<file path="src/rtl/iter_arith_resp_pkg.sv">
// Shared encodings for the En/Fim arithmetic responder and its control FSM.
// Holds the operation codes and the responder state encoding.
package iter_arith_resp_pkg;

  localparam int W_DEF  = 16;
  localparam int CW_DEF = 8;

  typedef enum logic [1:0] {
    OP_ADD = 2'b00,
    OP_SUB = 2'b01,
    OP_MUL = 2'b10,
    OP_DIV = 2'b11
  } op_e;

  typedef enum logic [1:0] {
    ST_IDLE = 2'b00,
    ST_CALC = 2'b01,
    ST_DONE = 2'b10,
    ST_HOLD = 2'b11
  } state_e;

endpackage

</file>
<file path="src/rtl/iter_arith_resp_add_sub.sv">
// Combinational W-bit adder/subtractor shared by every operation.
// co_o is the carry out when adding and the borrow (x < y) when subtracting.
module add_sub_w #(
  parameter int W = 16
) (
  input  logic [W-1:0] x_i,
  input  logic [W-1:0] y_i,
  input  logic         sub_i,
  output logic [W-1:0] s_o,
  output logic         co_o
);

  logic [W:0] ext;

  always_comb begin
    if (sub_i) ext = {1'b0, x_i} - {1'b0, y_i};
    else       ext = {1'b0, x_i} + {1'b0, y_i};
  end

  assign s_o  = ext[W-1:0];
  assign co_o = ext[W];

endmodule

</file>
<file path="src/rtl/iter_arith_resp.sv">
// Iterative add/sub/mul/div responder for the En/Fim handshake.
// Operands are latched on accept; fim pulses once with result/resto held stable.
module iter_arith_resp
  import iter_arith_resp_pkg::*;
#(
  parameter int W  = W_DEF,
  parameter int CW = CW_DEF
) (
  input  logic         clk,
  input  logic         rst_n,
  input  logic         en,
  input  logic [1:0]   op,
  input  logic [W-1:0] a,
  input  logic [W-1:0] b,
  output logic         busy,
  output logic         fim,
  output logic [W-1:0] result,
  output logic [W-1:0] resto,
  output logic         menor,
  output logic         div_zero,
  output logic         ovf,
  output state_e       dbg_state
);

  // Handshake: en is a level request sampled only in IDLE; the block answers
  // with a single fim pulse and then waits in HOLD until en is seen low, so an
  // en held high can never start a second operation.

  state_e         state_q;
  op_e            op_q;
  logic [W-1:0]   a_q, b_q;
  logic [W-1:0]   acc_q;
  logic [CW-1:0]  cnt_q;
  logic           busy_q, fim_q;
  logic [W-1:0]   result_q, resto_q;
  logic           menor_q, div_zero_q, ovf_q;

  logic [W-1:0]   as_x, as_y, as_s;
  logic           as_sub, as_co;
  logic [CW-1:0]  cnt_inc;

  // acc_q holds the running product for mul and the running remainder for div.
  always_comb begin
    as_x   = a_q;
    as_y   = b_q;
    as_sub = 1'b0;
    case (op_q)
      OP_SUB: as_sub = 1'b1;
      OP_MUL: begin
        as_x = acc_q;
        as_y = a_q;
      end
      OP_DIV: begin
        as_x   = acc_q;
        as_sub = 1'b1;
      end
      default: ;
    endcase
  end

  assign cnt_inc = cnt_q + 1'b1;

  add_sub_w #(.W(W)) u_add_sub (
    .x_i   (as_x),
    .y_i   (as_y),
    .sub_i (as_sub),
    .s_o   (as_s),
    .co_o  (as_co)
  );

  always_ff @(posedge clk) begin
    if (!rst_n) begin
      state_q    <= ST_IDLE;
      op_q       <= OP_ADD;
      a_q        <= '0;
      b_q        <= '0;
      acc_q      <= '0;
      cnt_q      <= '0;
      busy_q     <= 1'b0;
      fim_q      <= 1'b0;
      result_q   <= '0;
      resto_q    <= '0;
      menor_q    <= 1'b0;
      div_zero_q <= 1'b0;
      ovf_q      <= 1'b0;
    end else begin
      case (state_q)
        ST_IDLE: begin
          fim_q <= 1'b0;
          if (en) begin
            op_q       <= op_e'(op);
            a_q        <= a;
            b_q        <= b;
            result_q   <= '0;
            resto_q    <= '0;
            menor_q    <= 1'b0;
            div_zero_q <= 1'b0;
            ovf_q      <= 1'b0;
            busy_q     <= 1'b1;
            if (op_e'(op) == OP_MUL) begin
              acc_q <= '0;
              cnt_q <= b[CW-1:0];
            end else begin
              acc_q <= a;
              cnt_q <= '0;
            end
            state_q <= ST_CALC;
          end
        end

        ST_CALC: begin
          case (op_q)
            OP_ADD, OP_SUB: begin
              result_q <= as_s;
              ovf_q    <= as_co;
              state_q  <= ST_DONE;
            end
            OP_MUL: begin
              if (cnt_q == '0) begin
                result_q <= '0;
                state_q  <= ST_DONE;
              end else begin
                acc_q <= as_s;
                ovf_q <= ovf_q | as_co;
                cnt_q <= cnt_q - 1'b1;
                if (cnt_q == CW'(1)) begin
                  result_q <= as_s;
                  state_q  <= ST_DONE;
                end
              end
            end
            default: begin
              // Borrow on rem - b can only occur on the first step (a < b).
              if (b_q == '0) begin
                div_zero_q <= 1'b1;
                resto_q    <= acc_q;
                state_q    <= ST_DONE;
              end else if (as_co) begin
                menor_q <= 1'b1;
                resto_q <= acc_q;
                state_q <= ST_DONE;
              end else begin
                acc_q <= as_s;
                cnt_q <= cnt_inc;
                if (as_s < b_q) begin
                  result_q <= W'(cnt_inc);
                  resto_q  <= as_s;
                  state_q  <= ST_DONE;
                end else if (cnt_inc == '1) begin
                  ovf_q    <= 1'b1;
                  result_q <= W'(cnt_inc);
                  resto_q  <= as_s;
                  state_q  <= ST_DONE;
                end
              end
            end
          endcase
        end

        ST_DONE: begin
          fim_q   <= 1'b1;
          state_q <= ST_HOLD;
        end

        default: begin
          fim_q  <= 1'b0;
          busy_q <= 1'b0;
          if (!en) state_q <= ST_IDLE;
        end
      endcase
    end
  end

  assign busy      = busy_q;
  assign fim       = fim_q;
  assign result    = result_q;
  assign resto     = resto_q;
  assign menor     = menor_q;
  assign div_zero  = div_zero_q;
  assign ovf       = ovf_q;
  assign dbg_state = state_q;

endmodule

</file>
<file path="config.mk">
export PLATFORM = sky130hd
export DESIGN_NAME = iter_arith_resp
export DESIGN_NICKNAME = d
export VERILOG_FILES = /design/src/rtl/iter_arith_resp_pkg.sv /design/src/rtl/iter_arith_resp_add_sub.sv /design/src/rtl/iter_arith_resp.sv
export SDC_FILE = /design/constraint.sdc
export NUM_CORES = 1
export LEC_CHECK = 0
export CORE_UTILIZATION = 64
export CTS_BUF_LIST = sky130_fd_sc_hd__clkbuf_8
export DETAILED_ROUTE_END_ITERATION = 10
export HOLD_SLACK_MARGIN = 0.1
export PLACE_DENSITY = 0.89
export SLEW_MARGIN = 25
export SYNTH_ARGS = -nofsm -noshare
export SYNTH_HDL_FRONTEND = slang
export SYNTH_SLANG_ARGS = --single-unit
</file>
<file path="constraint.sdc">
create_clock -name clk -period 8.33 [get_ports clk]
set_input_delay 1.2495 -clock clk [delete_from_list [all_inputs] [get_ports clk]]
set_output_delay 1.2495 -clock clk [all_outputs]
set_load 0.03 [all_outputs]
</file>
== Word-level counts from Yosys, hierarchy flattened ==
Index checks and enable logic that the tools add are counted.

* Bits in registers: 97
* Word-level logic and storage cells: 126
* Input port bits: 37

* Muxes and demuxes: 61
* Equality and inequality tests: 26
* Magnitude comparators: 1
* Bitwise gates (word level): 2
* Reductions and logical operators: 19
* $add $sub $neg: 4

{| class="wikitable"
|+ Operators with widths
! kind !! number
|-
| 16-bit two-way mux || 19
|-
| 16-bit one-hot mux with 2 select lines || 5
|-
| 8-bit two-way mux || 5
|-
| 8-bit one-hot mux with 2 select lines || 2
|-
| 16-bit by 16-bit adder with 17-bit output || 1
|-
| 17-bit two-way mux || 1
|-
| 16-bit by 16-bit subtractor with 17-bit output || 1
|-
| 16-bit logical NOT || 1
|-
| 16-bit less-than comparator || 1
|-
| 2-bit two-way mux || 8
|-
| 1-bit two-way mux || 13
|-
| 4-bit by 2-bit inequality test with 1-bit output, second input constant || 3
|-
| 1-bit one-hot mux with 2 select lines || 6
|-
| 4-bit AND reduction || 3
|-
| 6-bit AND reduction || 2
|-
| 2-bit inequality test, second input constant || 5
|-
| 8-bit by 1-bit adder with 8-bit output, second input constant || 1
|-
| 2-bit == test, second input constant || 4
|-
| 8-bit by 1-bit == test with 1-bit output, second input constant || 1
|-
| 8-bit == test, second input constant || 1
|-
| 8-bit logical NOT || 1
|-
| 4-bit inequality test, second input constant || 2
|-
| 2-bit OR reduction || 4
|-
| 8-bit by 1-bit subtractor with 8-bit output, second input constant || 1
|-
| other kinds (18) || 22
|}

== Longest topological paths before layout ==
* Word-level depth: 11
* Mapped depth: 28
* Mapped depth without buffers: 24

== Modules after synthesis ==
A second synthesis with hierarchy kept.

* Cells, all modules: 843
* Area total of the unflattened synthesis: 6789.0 um^2

{| class="wikitable"
|+ By module, submodules not included
! module !! area each (um^2) !! instances !! sequential area each (um^2) !! cells an instance
|-
| iter_arith_resp || 5629.1 || 1 || 1941.9 || 683
|-
| add_sub_w || 1159.9 || 1 || 0.0 || 160
|}

== Worst setup path before layout ==
OpenSTA, ideal clock, no wires.

* Kind: flip-flop to flip-flop
* Start point: reg op_q[1]
* End point: reg resto_q[0], in the netlist resto[0]
* Stages on the path, launching flop included: 26
* Period minus slack after synthesis: 5.544 ns
* Setup slack: 2.786 ns
* Library setup time: 0.069 ns
* Data arrival time: 5.475 ns
* Cell sequence: dfxtp_1 > nor2b_1 > buf_2 > mux2i_1 > nand4_4 > a211oi_1 > a21oi_1 > o31a_1 > o22a_1 > ha_1 > or2_2 > a21oi_1 > a211oi_1 > or2_2 > xnor2_1 > inv_1 > ha_1 > nand2_1 > nor4_1 > a221oi_1 > o21ai_0 > nand2b_1 > o41ai_2 > buf_2 > nand2_1 > o21ai_1

* Cells in the longest elaborated chain, start to end: 11
* Elaborated cells between the ends (all ways): 23

{| class="wikitable"
|+ Ends and longest elaborated chain
! item !! line !! RTL
|-
| start: declaration || iter_arith_resp.sv:30 || <nowiki>op_e op_q;</nowiki>
|-
| start signal: assignment || iter_arith_resp.sv:91 || <nowiki>op_q <= op_e'(op);</nowiki>
|-
| 2-bit == test, on equally long branches || iter_arith_resp.sv:47, iter_arith_resp.sv:112 ||
|-
| 2-bit OR reduction (no line) || -- ||
|-
| 16-bit two-way mux || iter_arith_resp.sv:47 || <nowiki>case (op_q)</nowiki>
|-
| 16-bit by 16-bit adder with 17-bit output / 16-bit by 16-bit subtractor with 17-bit output (equally long branches) || iter_arith_resp_add_sub.sv:17, iter_arith_resp_add_sub.sv:16 ||
|-
| 17-bit two-way mux || iter_arith_resp_add_sub.sv:16 || <nowiki>if (sub_i) ext = {1'b0, x_i} - {1'b0, y_i};</nowiki>
|-
| 16-bit less-than comparator / 16-bit two-way mux (equally long branches) || iter_arith_resp.sv:145, iter_arith_resp.sv:149 ||
|-
| 16-bit two-way mux || iter_arith_resp.sv:145 || <nowiki>if (as_s < b_q) begin</nowiki>
|-
| 16-bit two-way mux || iter_arith_resp.sv:138 || <nowiki>end else if (as_co) begin</nowiki>
|-
| 16-bit two-way mux || iter_arith_resp.sv:134 || <nowiki>if (b_q == '0) begin</nowiki>
|-
| 16-bit two-way mux || iter_arith_resp.sv:112 || <nowiki>case (op_q)</nowiki>
|-
| 16-bit one-hot mux with 2 select lines || iter_arith_resp.sv:87 || <nowiki>case (state_q)</nowiki>
|-
| end signal: assignment || iter_arith_resp.sv:136 || <nowiki>resto_q <= acc_q;</nowiki>
|-
| end signal: assignment || iter_arith_resp.sv:140 || <nowiki>resto_q <= acc_q;</nowiki>
|-
| end signal: assignment || iter_arith_resp.sv:147 || <nowiki>resto_q <= as_s;</nowiki>
|-
| end: declaration || iter_arith_resp.sv:35 || <nowiki>logic [W-1:0] result_q, resto_q;</nowiki>
|}

Several ways; a longest one is shown, not always the timed one. The select of a mux whose other input is x is not followed.
A chain may end at the register's enable or synchronous reset.

== Worst setup path in the final report ==
* Start point: reg op_q[0]
* End point: reg state_q[1], in the netlist dbg_state[1]

* Cells in the longest elaborated chain, start to end: 11
* Elaborated cells between the ends (all ways): 22

{| class="wikitable"
|+ Ends and longest elaborated chain
! item !! line !! RTL
|-
| 2-bit == test, on equally long branches || iter_arith_resp.sv:47, iter_arith_resp.sv:112 ||
|-
| 2-bit OR reduction (no line) || -- ||
|-
| 16-bit two-way mux || iter_arith_resp.sv:47 ||
|-
| 16-bit by 16-bit adder with 17-bit output / 16-bit by 16-bit subtractor with 17-bit output (equally long branches) || iter_arith_resp_add_sub.sv:17, iter_arith_resp_add_sub.sv:16 ||
|-
| 17-bit two-way mux || iter_arith_resp_add_sub.sv:16 ||
|-
| 16-bit less-than comparator || iter_arith_resp.sv:145 ||
|-
| 2-bit two-way mux || iter_arith_resp.sv:145 ||
|-
| 2-bit two-way mux || iter_arith_resp.sv:138 ||
|-
| 2-bit two-way mux || iter_arith_resp.sv:134 ||
|-
| 2-bit one-hot mux with 2 select lines || iter_arith_resp.sv:112 ||
|-
| 2-bit one-hot mux with 3 select lines || iter_arith_resp.sv:87 ||
|-
| end signal: assignment || iter_arith_resp.sv:116 || <nowiki>state_q <= ST_DONE;</nowiki>
|-
| end signal: assignment || iter_arith_resp.sv:137 || <nowiki>state_q <= ST_DONE;</nowiki>
|-
| end signal: assignment || iter_arith_resp.sv:141 || <nowiki>state_q <= ST_DONE;</nowiki>
|-
| end: declaration || iter_arith_resp.sv:29 || <nowiki>state_e state_q;</nowiki>
|}

Several ways; a longest one is shown, not always the timed one.

==> results.md <==
* Synth warnings at 0
* Tot Pwr at 3.60 mW
* # IOs at 76
* Ranking of synthesized cells by area: dfxtp_1 29%, a21oi_1 7.7%, ha_1 7.6%
* Sequential share of the synthesized area at 28.6%
* Synthesized net count at 976
* Port-buffer cells at 75
* Area of the multi-input gates at 0.00443 mm2
* Fillers at 799
* TritonCTS buffer count at 9
* Lkg Pwr at 3.01 nW
* Routability congestion estimate at 0.973
* Clock tree from TritonCTS: built
* Number of enable flip-flop cells after synthesis at 0
* Register area at 0.00194 mm2
* Antenna diodes at 0
* Placeable Area at 0.0103 mm2
* Setup crit start kind: flop
* Non-Filler Instances at 1,078
* Clock Sinks at 97
* Vias in the first global route at 6,280
* WL per Instance at 18.4 um
* Setup TNS at 0 ns
* Placed Cells at 1,062
* Gate count after technology mapping at 897
* Root buf cell: clkbuf_8
* Max FO, Critical Path at 29
* NumNets Final at 1,016
* WP data arrival at 7.33 ns
* Die Width at 105 um
* Power per Cell Area at 464 mW/mm2
* Setup Crit Path Kind: reg2reg
* Die ar. at 0.0110 mm2
* Post-Syn Area per Cell at 7.56 um2
* Detail Route Antenna Nets at 0
* Iteration-0 DRC Markers at 802
* Post-synth top area cell: dfxtp_1
* Fin util at 75.6%
* Most frequent cells in the layout: 130 x nand2_1, 104 x a21oi_1, 97 x dfxtp_1
* Cell Area, Synth at 0.00678 mm2
* Initial antenna violation count at 0
* Minimum clock period after layout at 7.07 ns
* Final WL at 19.8 mm
* Via/cell ratio at 6.42
* Max Slew Vio Count at 0
* Gates resized, CTS repair at 0
* DRC at 0
* Async SR Flop Fraction at 0%
* Largest net degree at the start of global routing at 73
* GRT Overall Usage at 37.1%
* CP Data Required Time at 8.59 ns
* Setup Fix Bufs, Post-CTS at 0
* Post-synthesis register bit count at 97
* RSZ-0062 raised after global routing: no
* Share of the synthesized area in the top cell type at 28.6%
* CTS H-tree depth at 3
* Max VDD drop at 0.000253 V
* Die height at 105 um
* Max Cap Viol at 0
* Worst-path clk slew at 0.09 ns
* Layout cells sized above 1 at 6.69%
* Hold depth at 2
* Synth Flop Type: dfxtp_1
* Grt total ovfl at 0
* Starting Density at 66.0%
* R2R cell count at 23
* FP Rows at 37
* Worst skew pair latency at 0.40 ns
* Fin. Hold Viols at 0
* Synth-to-Final Area Change at 14.6%
* Routed via count at 6,924
* Synth cell types at 75
* Min-delay worst type: reg2reg
* Final setup fails at 0
* Max-slew headroom at 27.8%
* DP HPWL at 14.3 mm
* Worst Tran Pin Value at 1.08 ns
* Final Cycle Share at 84.9%
* Number of iterations in the first detailed-routing pass at 5
* Commonest non-fill, non-tap cell in the layout: nand2_1
* Cts-stage hold buffer count at 0
* Fmax at 141 MHz
* R2R setup slack at 1.26 ns
* Worst Skew at 0.0192 ns
* CP endpoint kind: flop
* Global-route wire length before repair at 31.9 mm
* Max clock buf depth at 2
* Status: complete, no violations
==> cells by family (layout without fill, tap and decap cells) <==
kind of cell | after synthesis | in the layout | synth area share [%]
AO/OA/AOI/OAI | 269 | 269 | 25.4
XOR/XNOR | 32 | 32 | 4.35
adder cells (fa/ha/maj) | 42 | 42 | 7.86
buffers and inverters | 105 | 150 | 6.40
flip-flops | 97 | 97 | 28.6
multiplexers | 39 | 39 | 6.05
AND/OR/NAND/NOR | 313 | 313 | 21.3
==> worst paths after layout <==
kind                                     end     start
worst max-delay path            dbg_state[1]   op_q[0]
worst min-delay path                resto[7]  resto[7]
worst max register to register  dbg_state[1]   op_q[0]
worst min register to register      resto[7]  resto[7]
==> metal layers <==
metal,up-vias,wire (um),track usage [%]
met5,-,0,0
met3,51,2040,6.11
met2,412,8800,56.7
met1,3168,8110,49.4
met4,0,852,21.2
li1,3293,-,-
==> through the flow <==
step	setup WS (ns)	cell area, um2	hold slack [ns]
3_5_place_dp	1.42	7560	0.442
4_1_cts	1.38	7770	0.456
2_1_floorplan	2.79	6780	0.444
3_3_place_gp	1.73	7560	0.434
5_1_grt	0.592	7770	0.481
6_report	1.26	7770	0.457
==> sequential cells by signal, summed over array words and instances, names as in the netlist <==
name       cells
a_q           16
result        16
op_q           2
ovf            1
b_q           16
busy           1
cnt_q          8
fim            1
menor          1
div_zero       1
acc_q         16
dbg_state      2
resto         16
==> cells in the mapped netlist (13+ instances only) <==
cell type and n:
a211oi_1 21, a21oi_1 105, a22oi_1 18, clkbuf_1 40, dfxtp_1 97, ha_1 41
inv_1 46, mux2_2 16, mux2i_1 23, nand2_1 130, nand3_1 13, nor2_1 76
nor3_1 17, nor4_1 17, o21ai_0 34, xnor2_1 16, xor2_1 14
==> area by class of cell <==
class / instances / area share [%]
sequential: 97 / 25.0
tap: 136 / 2.19
timing repair buffer: 87 / 10.8
clock inverter: 7 / 1.21
clock buffer: 9 / 1.59
multi-input combinational: 695 / 56.9
inverter: 47 / 2.27
==> critical path, cell delays in order, from the launching register on <==
cell,delay (ns)
dfxtp_1,0.99
nor2b_2,0.30
mux2i_1,0.42
nand4_4,0.21
a211oi_1,0.54
a21oi_1,0.15
o31a_1,0.15
o22a_1,0.20
ha_1,0.34
or2_2,0.29
a21oi_1,0.20
a211oi_1,0.11
or2_2,0.31
xnor2_1,0.27
inv_1,0.12
ha_1,0.31
nand2_1,0.08
nor4_1,0.29
a221oi_1,0.12
o21ai_0,0.28
nor2b_1,0.61
a31oi_1,0.35
mux2i_1,0.22
nor2_1,0.05
==> report_power, final <==
group | switching [mW] | total [mW] | internal (mW)
clock network | 0.175 | 0.344 | 0.169
logic | 1.62 | 2.54 | 0.922
registers | 0.140 | 0.720 | 0.579
No activity file was read; power rests on OpenSTA's default activity.
